**src/rtl/regfile_scoreboard_if.sv**
```systemverilog
// Register file / scoreboard bus: read, write-back, system write,
// reserve, debug readback, pending count and error flag.
interface regfile_scoreboard_if #(
  parameter int DATA_W = 32,
  parameter int ADDR_W = 4
);
  logic [ADDR_W-1:0] rdAddr1;
  logic [ADDR_W-1:0] rdAddr2;
  logic [DATA_W-1:0] rdData1;
  logic [DATA_W-1:0] rdData2;
  logic              rdBusy1;
  logic              rdBusy2;
  logic              wrEnable;
  logic [ADDR_W-1:0] wrAddr;
  logic [DATA_W-1:0] wrData;
  logic              sysWrEnable;
  logic [ADDR_W-1:0] sysWrAddr;
  logic [DATA_W-1:0] sysWrData;
  logic              reserveEnable;
  logic [ADDR_W-1:0] reserveAddr;
  logic [ADDR_W-1:0] dbgAddr;
  logic [DATA_W-1:0] dbgData;
  logic [ADDR_W:0]   pendingCount;
  logic              errPulse;

  modport master (
    output rdAddr1, rdAddr2, wrEnable, wrAddr, wrData,
    output sysWrEnable, sysWrAddr, sysWrData,
    output reserveEnable, reserveAddr, dbgAddr,
    input  rdData1, rdData2, rdBusy1, rdBusy2,
    input  dbgData, pendingCount, errPulse
  );

  modport slave (
    input  rdAddr1, rdAddr2, wrEnable, wrAddr, wrData,
    input  sysWrEnable, sysWrAddr, sysWrData,
    input  reserveEnable, reserveAddr, dbgAddr,
    output rdData1, rdData2, rdBusy1, rdBusy2,
    output dbgData, pendingCount, errPulse
  );
endinterface

```
**src/rtl/regfile_scoreboard.sv**
```systemverilog
// Register file with bypassed read ports, protected registers and a
// busy-bit scoreboard. Ports: clk, reset (async, high), bus (slave).
module regfile_scoreboard #(
  parameter int DATA_W = 32,
  parameter int ADDR_W = 4,
  parameter logic [2**ADDR_W-1:0] PROT_MASK = 16'hC000,
  parameter int ZERO_REG = 1,
  parameter int BYPASS = 1
) (
  input logic clk,
  input logic reset,
  regfile_scoreboard_if.slave bus
);
  localparam int DEPTH = 2**ADDR_W;
  localparam int CW = ADDR_W + 1;

  logic [DATA_W-1:0] regs [DEPTH];
  logic [DEPTH-1:0]  busy;
  logic [CW-1:0]     cnt;
  logic              err;
  logic [DATA_W-1:0] dbg;

  function automatic logic is_zero(input logic [ADDR_W-1:0] a);
    return (ZERO_REG != 0) && (a == '0);
  endfunction

  logic wr_ok, wr_err, sys_ok, rsv_ok, rsv_err;
  logic inc, dec, same;

  always_comb begin
    wr_ok   = bus.wrEnable && !PROT_MASK[bus.wrAddr]
              && !is_zero(bus.wrAddr);
    wr_err  = bus.wrEnable && PROT_MASK[bus.wrAddr]
              && !is_zero(bus.wrAddr);
    sys_ok  = bus.sysWrEnable && !is_zero(bus.sysWrAddr);
    rsv_ok  = bus.reserveEnable && !PROT_MASK[bus.reserveAddr]
              && !is_zero(bus.reserveAddr);
    rsv_err = bus.reserveEnable && PROT_MASK[bus.reserveAddr]
              && !is_zero(bus.reserveAddr);
    same    = rsv_ok && wr_ok && (bus.reserveAddr == bus.wrAddr);
    inc     = rsv_ok && !busy[bus.reserveAddr];
    // A same-address reserve re-claims the register, so no release.
    dec     = wr_ok && busy[bus.wrAddr] && !same;
  end

  function automatic logic [DATA_W-1:0] rd_val(
    input logic [ADDR_W-1:0] a
  );
    logic [DATA_W-1:0] v;
    v = regs[a];
    if (BYPASS != 0) begin
      if (sys_ok && bus.sysWrAddr == a) v = bus.sysWrData;
      else if (wr_ok && bus.wrAddr == a) v = bus.wrData;
    end
    if (is_zero(a)) v = '0;
    return v;
  endfunction

  function automatic logic rd_busy(input logic [ADDR_W-1:0] a);
    logic b;
    b = busy[a];
    if ((BYPASS != 0) && wr_ok && bus.wrAddr == a
        && !(rsv_ok && bus.reserveAddr == a))
      b = 1'b0;
    return b;
  endfunction

  always_comb begin
    bus.rdData1 = rd_val(bus.rdAddr1);
    bus.rdData2 = rd_val(bus.rdAddr2);
    bus.rdBusy1 = rd_busy(bus.rdAddr1);
    bus.rdBusy2 = rd_busy(bus.rdAddr2);
  end

  assign bus.pendingCount = cnt;
  assign bus.errPulse     = err;
  assign bus.dbgData      = dbg;

  always_ff @(posedge clk or posedge reset) begin
    if (reset) begin
      for (int i = 0; i < DEPTH; i++) regs[i] <= '0;
      busy <= '0;
      cnt  <= '0;
      err  <= 1'b0;
      dbg  <= '0;
    end else begin
      dbg <= regs[bus.dbgAddr];
      // System write is issued last so it wins on a shared address.
      if (wr_ok)  regs[bus.wrAddr]    <= bus.wrData;
      if (sys_ok) regs[bus.sysWrAddr] <= bus.sysWrData;
      if (wr_ok)  busy[bus.wrAddr]      <= 1'b0;
      if (rsv_ok) busy[bus.reserveAddr] <= 1'b1;
      cnt <= cnt + CW'(inc) - CW'(dec);
      err <= wr_err | rsv_err;
    end
  end
endmodule
```
**src/flat_wrapper.sv**
```systemverilog
// flat-port wrapper written by rule: the top's interface ports become plain ports
module regfile_scoreboard_flat 
#(
  parameter int DATA_W = 32,
  parameter int ADDR_W = 4,
  parameter logic [2**ADDR_W-1:0] PROT_MASK = 16'hC000,
  parameter int ZERO_REG = 1,
  parameter int BYPASS = 1
)
  (clk, reset, bus_rdAddr1, bus_rdAddr2, bus_wrEnable, bus_wrAddr, bus_wrData, bus_sysWrEnable, bus_sysWrAddr, bus_sysWrData, bus_reserveEnable, bus_reserveAddr, bus_dbgAddr, bus_rdData1, bus_rdData2, bus_rdBusy1, bus_rdBusy2, bus_dbgData, bus_pendingCount, bus_errPulse);
  regfile_scoreboard_if #(.DATA_W(DATA_W), .ADDR_W(ADDR_W)) bus_i ();
  input logic clk;
  input logic reset;
  input wire logic [$bits(bus_i.rdAddr1)-1:0] bus_rdAddr1;
  input wire logic [$bits(bus_i.rdAddr2)-1:0] bus_rdAddr2;
  input wire logic [$bits(bus_i.wrEnable)-1:0] bus_wrEnable;
  input wire logic [$bits(bus_i.wrAddr)-1:0] bus_wrAddr;
  input wire logic [$bits(bus_i.wrData)-1:0] bus_wrData;
  input wire logic [$bits(bus_i.sysWrEnable)-1:0] bus_sysWrEnable;
  input wire logic [$bits(bus_i.sysWrAddr)-1:0] bus_sysWrAddr;
  input wire logic [$bits(bus_i.sysWrData)-1:0] bus_sysWrData;
  input wire logic [$bits(bus_i.reserveEnable)-1:0] bus_reserveEnable;
  input wire logic [$bits(bus_i.reserveAddr)-1:0] bus_reserveAddr;
  input wire logic [$bits(bus_i.dbgAddr)-1:0] bus_dbgAddr;
  output wire logic [$bits(bus_i.rdData1)-1:0] bus_rdData1;
  output wire logic [$bits(bus_i.rdData2)-1:0] bus_rdData2;
  output wire logic [$bits(bus_i.rdBusy1)-1:0] bus_rdBusy1;
  output wire logic [$bits(bus_i.rdBusy2)-1:0] bus_rdBusy2;
  output wire logic [$bits(bus_i.dbgData)-1:0] bus_dbgData;
  output wire logic [$bits(bus_i.pendingCount)-1:0] bus_pendingCount;
  output wire logic [$bits(bus_i.errPulse)-1:0] bus_errPulse;
  assign bus_i.rdAddr1 = bus_rdAddr1;
  assign bus_i.rdAddr2 = bus_rdAddr2;
  assign bus_i.wrEnable = bus_wrEnable;
  assign bus_i.wrAddr = bus_wrAddr;
  assign bus_i.wrData = bus_wrData;
  assign bus_i.sysWrEnable = bus_sysWrEnable;
  assign bus_i.sysWrAddr = bus_sysWrAddr;
  assign bus_i.sysWrData = bus_sysWrData;
  assign bus_i.reserveEnable = bus_reserveEnable;
  assign bus_i.reserveAddr = bus_reserveAddr;
  assign bus_i.dbgAddr = bus_dbgAddr;
  assign bus_rdData1 = bus_i.rdData1;
  assign bus_rdData2 = bus_i.rdData2;
  assign bus_rdBusy1 = bus_i.rdBusy1;
  assign bus_rdBusy2 = bus_i.rdBusy2;
  assign bus_dbgData = bus_i.dbgData;
  assign bus_pendingCount = bus_i.pendingCount;
  assign bus_errPulse = bus_i.errPulse;
  regfile_scoreboard #(.DATA_W(DATA_W), .ADDR_W(ADDR_W), .PROT_MASK(PROT_MASK), .ZERO_REG(ZERO_REG), .BYPASS(BYPASS)) u_core (.clk(clk), .reset(reset), .bus(bus_i));
endmodule
```
**config.mk**
```make
export PLATFORM = sky130hd
export DESIGN_NAME = regfile_scoreboard_flat
export DESIGN_NICKNAME = d
export VERILOG_FILES = /design/src/rtl/regfile_scoreboard_if.sv /design/src/rtl/regfile_scoreboard.sv /design/src/flat_wrapper.sv
export SDC_FILE = /design/constraint.sdc
export NUM_CORES = 2
export LEC_CHECK = 0
export ABC_AREA = 1
export BUFFER_PORTS_ARGS = -buffer_cell sky130_fd_sc_hd__buf_4
export CORE_UTILIZATION = 40
export DETAILED_ROUTE_END_ITERATION = 7
export PLACE_DENSITY = 0.58
export SYNTH_ARGS = -nofsm -noshare
export SYNTH_HDL_FRONTEND = slang
export SYNTH_SLANG_ARGS = --single-unit
```
**constraint.sdc**
```tcl
create_clock -name clk -period 36.1 [get_ports clk]
set_clock_uncertainty 0.1 [all_clocks]
set_input_delay 3.61 -clock clk [delete_from_list [all_inputs] [get_ports clk]]
set_output_delay 3.61 -clock clk [all_outputs]
set_load 0.05 [all_outputs]
```
==> metrics.md <==
| Metric | Value |
|---|---|
| Ys flop type | dfrtp_1 |
| Placer congestion estimate | 0.882 |
| # diodes | 0 |
| Number of synthesized flops with an enable pin | 0 |
| Max Fclk | 89.3 MHz |
| Number of global-route vias before repair | 43800 |
| Fillers | 10900 |
| DR iter-0 viols | 6538 |
| Final worst-path cycle share | 0.310 |
| Residual DRC | 0 |
| Yosys top cell by area | dfrtp_1 |
| Die area | around 110000 um2 |
| Die W | 326 um |
| Leakage | 21.3 nW |
| Largest net degree at the start of global routing | 182 |
| Peak VDD IR | 0.0502 mV |
| Final Core Density | 0.440 |
| H-tree depth | 3 |
| Worst path max stage delay | 1.00 ns |
| Core outline area | 104000 um2 |
| Worst-Skew Late Latency | 0.67 ns |
| DR vias | 47200 |
| Flop pwr share | 0.367 |
| Synthesis-to-finish area growth | 8.83% |
| Final Max Tran Viols | 0 |
| Buffers on Ports | 196 |
| Seq/Total Area, Yosys | 0.338 |
| Slew HR | 0.0802 |
| Hold Crit Class | reg -> reg |
| DP HPWL | approximately 100 mm |
| Cells after synthesis | around 6500 |
| Sw frac | 0.392 |
| First-pass GRT wire length | 285 mm |
| TritonCTS Buffers | 74 |
| Most numerous cell in the Yosys netlist | nand2_1 |
| Post-CTS Setup Bufs | 0 |
| Clock network power share | 0.308 |
| Share of layout cells above drive strength 1 | 0.0824 |
| CP Buf/Inv Count | 5 |
| Setup TNS | 0 ns |
| 1st-pass router iterations | 8 |
| GR Overflow Total | 0 |
| Pint | around 1.5 mW |
| Via/cell ratio | 6.15 |
| Ranking of synthesized cells by area | dfrtp_1 (34%), nand2_1 (15%), nand3_1 (12%) |
| RSZ-0062 raised after global routing | false |
| Status | completed |
| Comb pwr share | 0.325 |
| Final Setup Violations | 0 |
| Cts hold-fix bufs | 0 |
| Top cell type's share of synthesized area | 0.338 |
| Drt wl/cell | 25.0 um |
| Std-Cell Rows | 118 |
| Crit-path max FO | between 60 and 70 |
| Critical path cell sequence | buf_4 -> clkinv_2 -> buf_4 -> nand2_1 -> nand2_1 -> nor2_1 -> nand3_4 -> buf_4 -> nand3_1 -> a21oi_1 -> buf_4 |
| Post-route ant nets | 0 |
| Critical path's most frequent cell | buf_4 |
| CTS Sinks | 566 |
| CP Launch Type | input pin |
| Most common library cells after synthesis | nand2_1 (1621), nand3_1 (967), o21ai_0 (650) |
| Clk buf depth | 3 |
| Setup Crit Path Kind | in -> out |
| Avg Inst Size Synth | 6.40 um2 |
| GR Util All Layers | 0.352 |
| Synth Cell Area | ~42000 um2 |
| Clock root buffer | clkbuf_16 |
| CP endpoint kind | primary output |
| Die Ht | 326 um |
| Syn. warnings | 0 |
| Max Cap Violations | 0 |
| Post-Route WL | 192 mm |
| Post-synth cell types | 37 |
| Post-synth ARST share | 1.00 |
| Worst Path Required | 32.39 ns |
| Final Hold Viols | 0 |
| CTS tree | done |
| Min Tclk post-route | 11.20 ns |
| Pwr per Cell Area | 53.5 nW/um2 |
| Initial antenna violation count | 4 |
| Worst Max-Slew Pin Slew | 1.38 ns |
| Initial Utilization | 0.404 |
| R2R setup slack | 33.42 ns |
| Switching power | between 0.9 and 1 mW |
| Synthesized net count | ~6600 |
| Num ports | 197 |
| CTS clk-pin slew, worst paths | 0.06 ns |
| Final #Nets | 6340 |
| Arrival @ worst endpoint | 7.49 ns |
| Slowest CP cell | buf_4 |
| CTS resizes | 0 |
| Seq cells post-synth | 566 |
| Cell family with most CP delay | buffers and inverters |
-- stage by stage --
stage	hold WS [ns]	instances	setup WS [ns]	power, mW	cell area (um2)
after floorplan	0.345	6545	16.56	1.46	41900
after global placement	0.290	7545	25.15	1.66	43200
after detailed placement	0.289	7545	25.14	1.68	43200
after CTS	0.302	7676	25.14	2.42	45600
after global routing	0.313	7676	24.99	2.58	45600
final	0.299	7676	24.90	2.44	45600
-- cells in the final DEF (no fill, tap or decap), types with 22 or more instances in the layout --
| master | n |
|---|---|
| clkbuf_16 | 75 |
| o21ai_0 | 650 |
| nor2_1 | 263 |
| a211oi_1 | 96 |
| o21ai_1 | 30 |
| nor3_1 | 160 |
| nand2_1 | 1608 |
| o22ai_1 | 238 |
| nand3_1 | 959 |
| inv_1 | 583 |
| clkbuf_8 | 22 |
| buf_4 | 271 |
| or2_2 | 62 |
| dfrtp_1 | 566 |
| o211ai_1 | 230 |
| a21oi_1 | 341 |
-- routing by layer --
| layer | track usage | wire length [um] |
|---|---|---|
| met1 | 0.475 | 77000 |
| met2 | 0.538 | 83000 |
| met3 | 0.0730 | 22500 |
| met4 | 0.161 | 9160 |
| met5 | 0 | 48 |
-- cells by family (layout without fill, tap and decap cells) --
family | Yosys count | count (layout) | share of synthesized area
AOI/OAI and AO/OA | 1589 | 1589 | 0.217
DFF | 566 | 566 | 0.338
and+or+nand+nor | 3102 | 3102 | 0.318
adders and majority gates | 6 | 6 | 0.00197
buffers and inverters | 1262 | 1013 | 0.121
xor gates and xnor gates | 20 | 20 | 0.00418
-- power groups by stage --
stage	clock network, mW	registers [mW]	logic, mW
floorplan	0	0.899	0.558
global placement	0	0.898	0.766
detailed placement	0	0.897	0.779
CTS	0.755	0.889	0.781
global route	0.782	0.911	0.884
finish	0.751	0.895	0.793
-- sequential cells by signal, indices dropped and copies added, names as in the netlist --
| name | flops |
|---|---|
| u_core.bus.errPulse | 1 |
| u_core.bus.dbgData | 32 |
| u_core.regs | 512 |
| u_core.busy | 16 |
| u_core.bus.pendingCount | 5 |
-- final timing paths --
path,from,endpoint,cells past startpoint
min,u_core.regs[510],u_core.regs[510],0
min in group asynchronous,reset,u_core.regs[486],2
max in group asynchronous,reset,u_core.regs[404],4
max,bus_rdAddr2[3],bus_rdData2[0],11
max reg2reg,u_core.busy[10],u_core.bus.pendingCount[4],13
min reg2reg,u_core.regs[510],u_core.regs[510],0
-- worst reg2reg max path, cell delays in order (launching register included) --
cell and delay, ns:
dfrtp_1 0.36, inv_1 0.14, o21ai_0 0.11, o21ai_0 0.27, nand2_1 0.08, nor2_1 0.11, nor2_1 0.07, ha_1 0.27
inv_1 0.05, ha_1 0.16, inv_1 0.06, fa_1 0.42, o21ai_0 0.23, xor2_1 0.16
-- final cells by class --
cell class,count,area [um2],share of cell area
multi-input combinational,4717,22900,0.502
clock buffer,116,2250,0.0494
inverter,604,2310,0.0506
clock inverter,15,144,0.00315
timing repair buffer,278,2140,0.0469
tap,1380,1730,0.0379
sequential,566,14200,0.311
No activity file was read; power rests on OpenSTA's default activity.
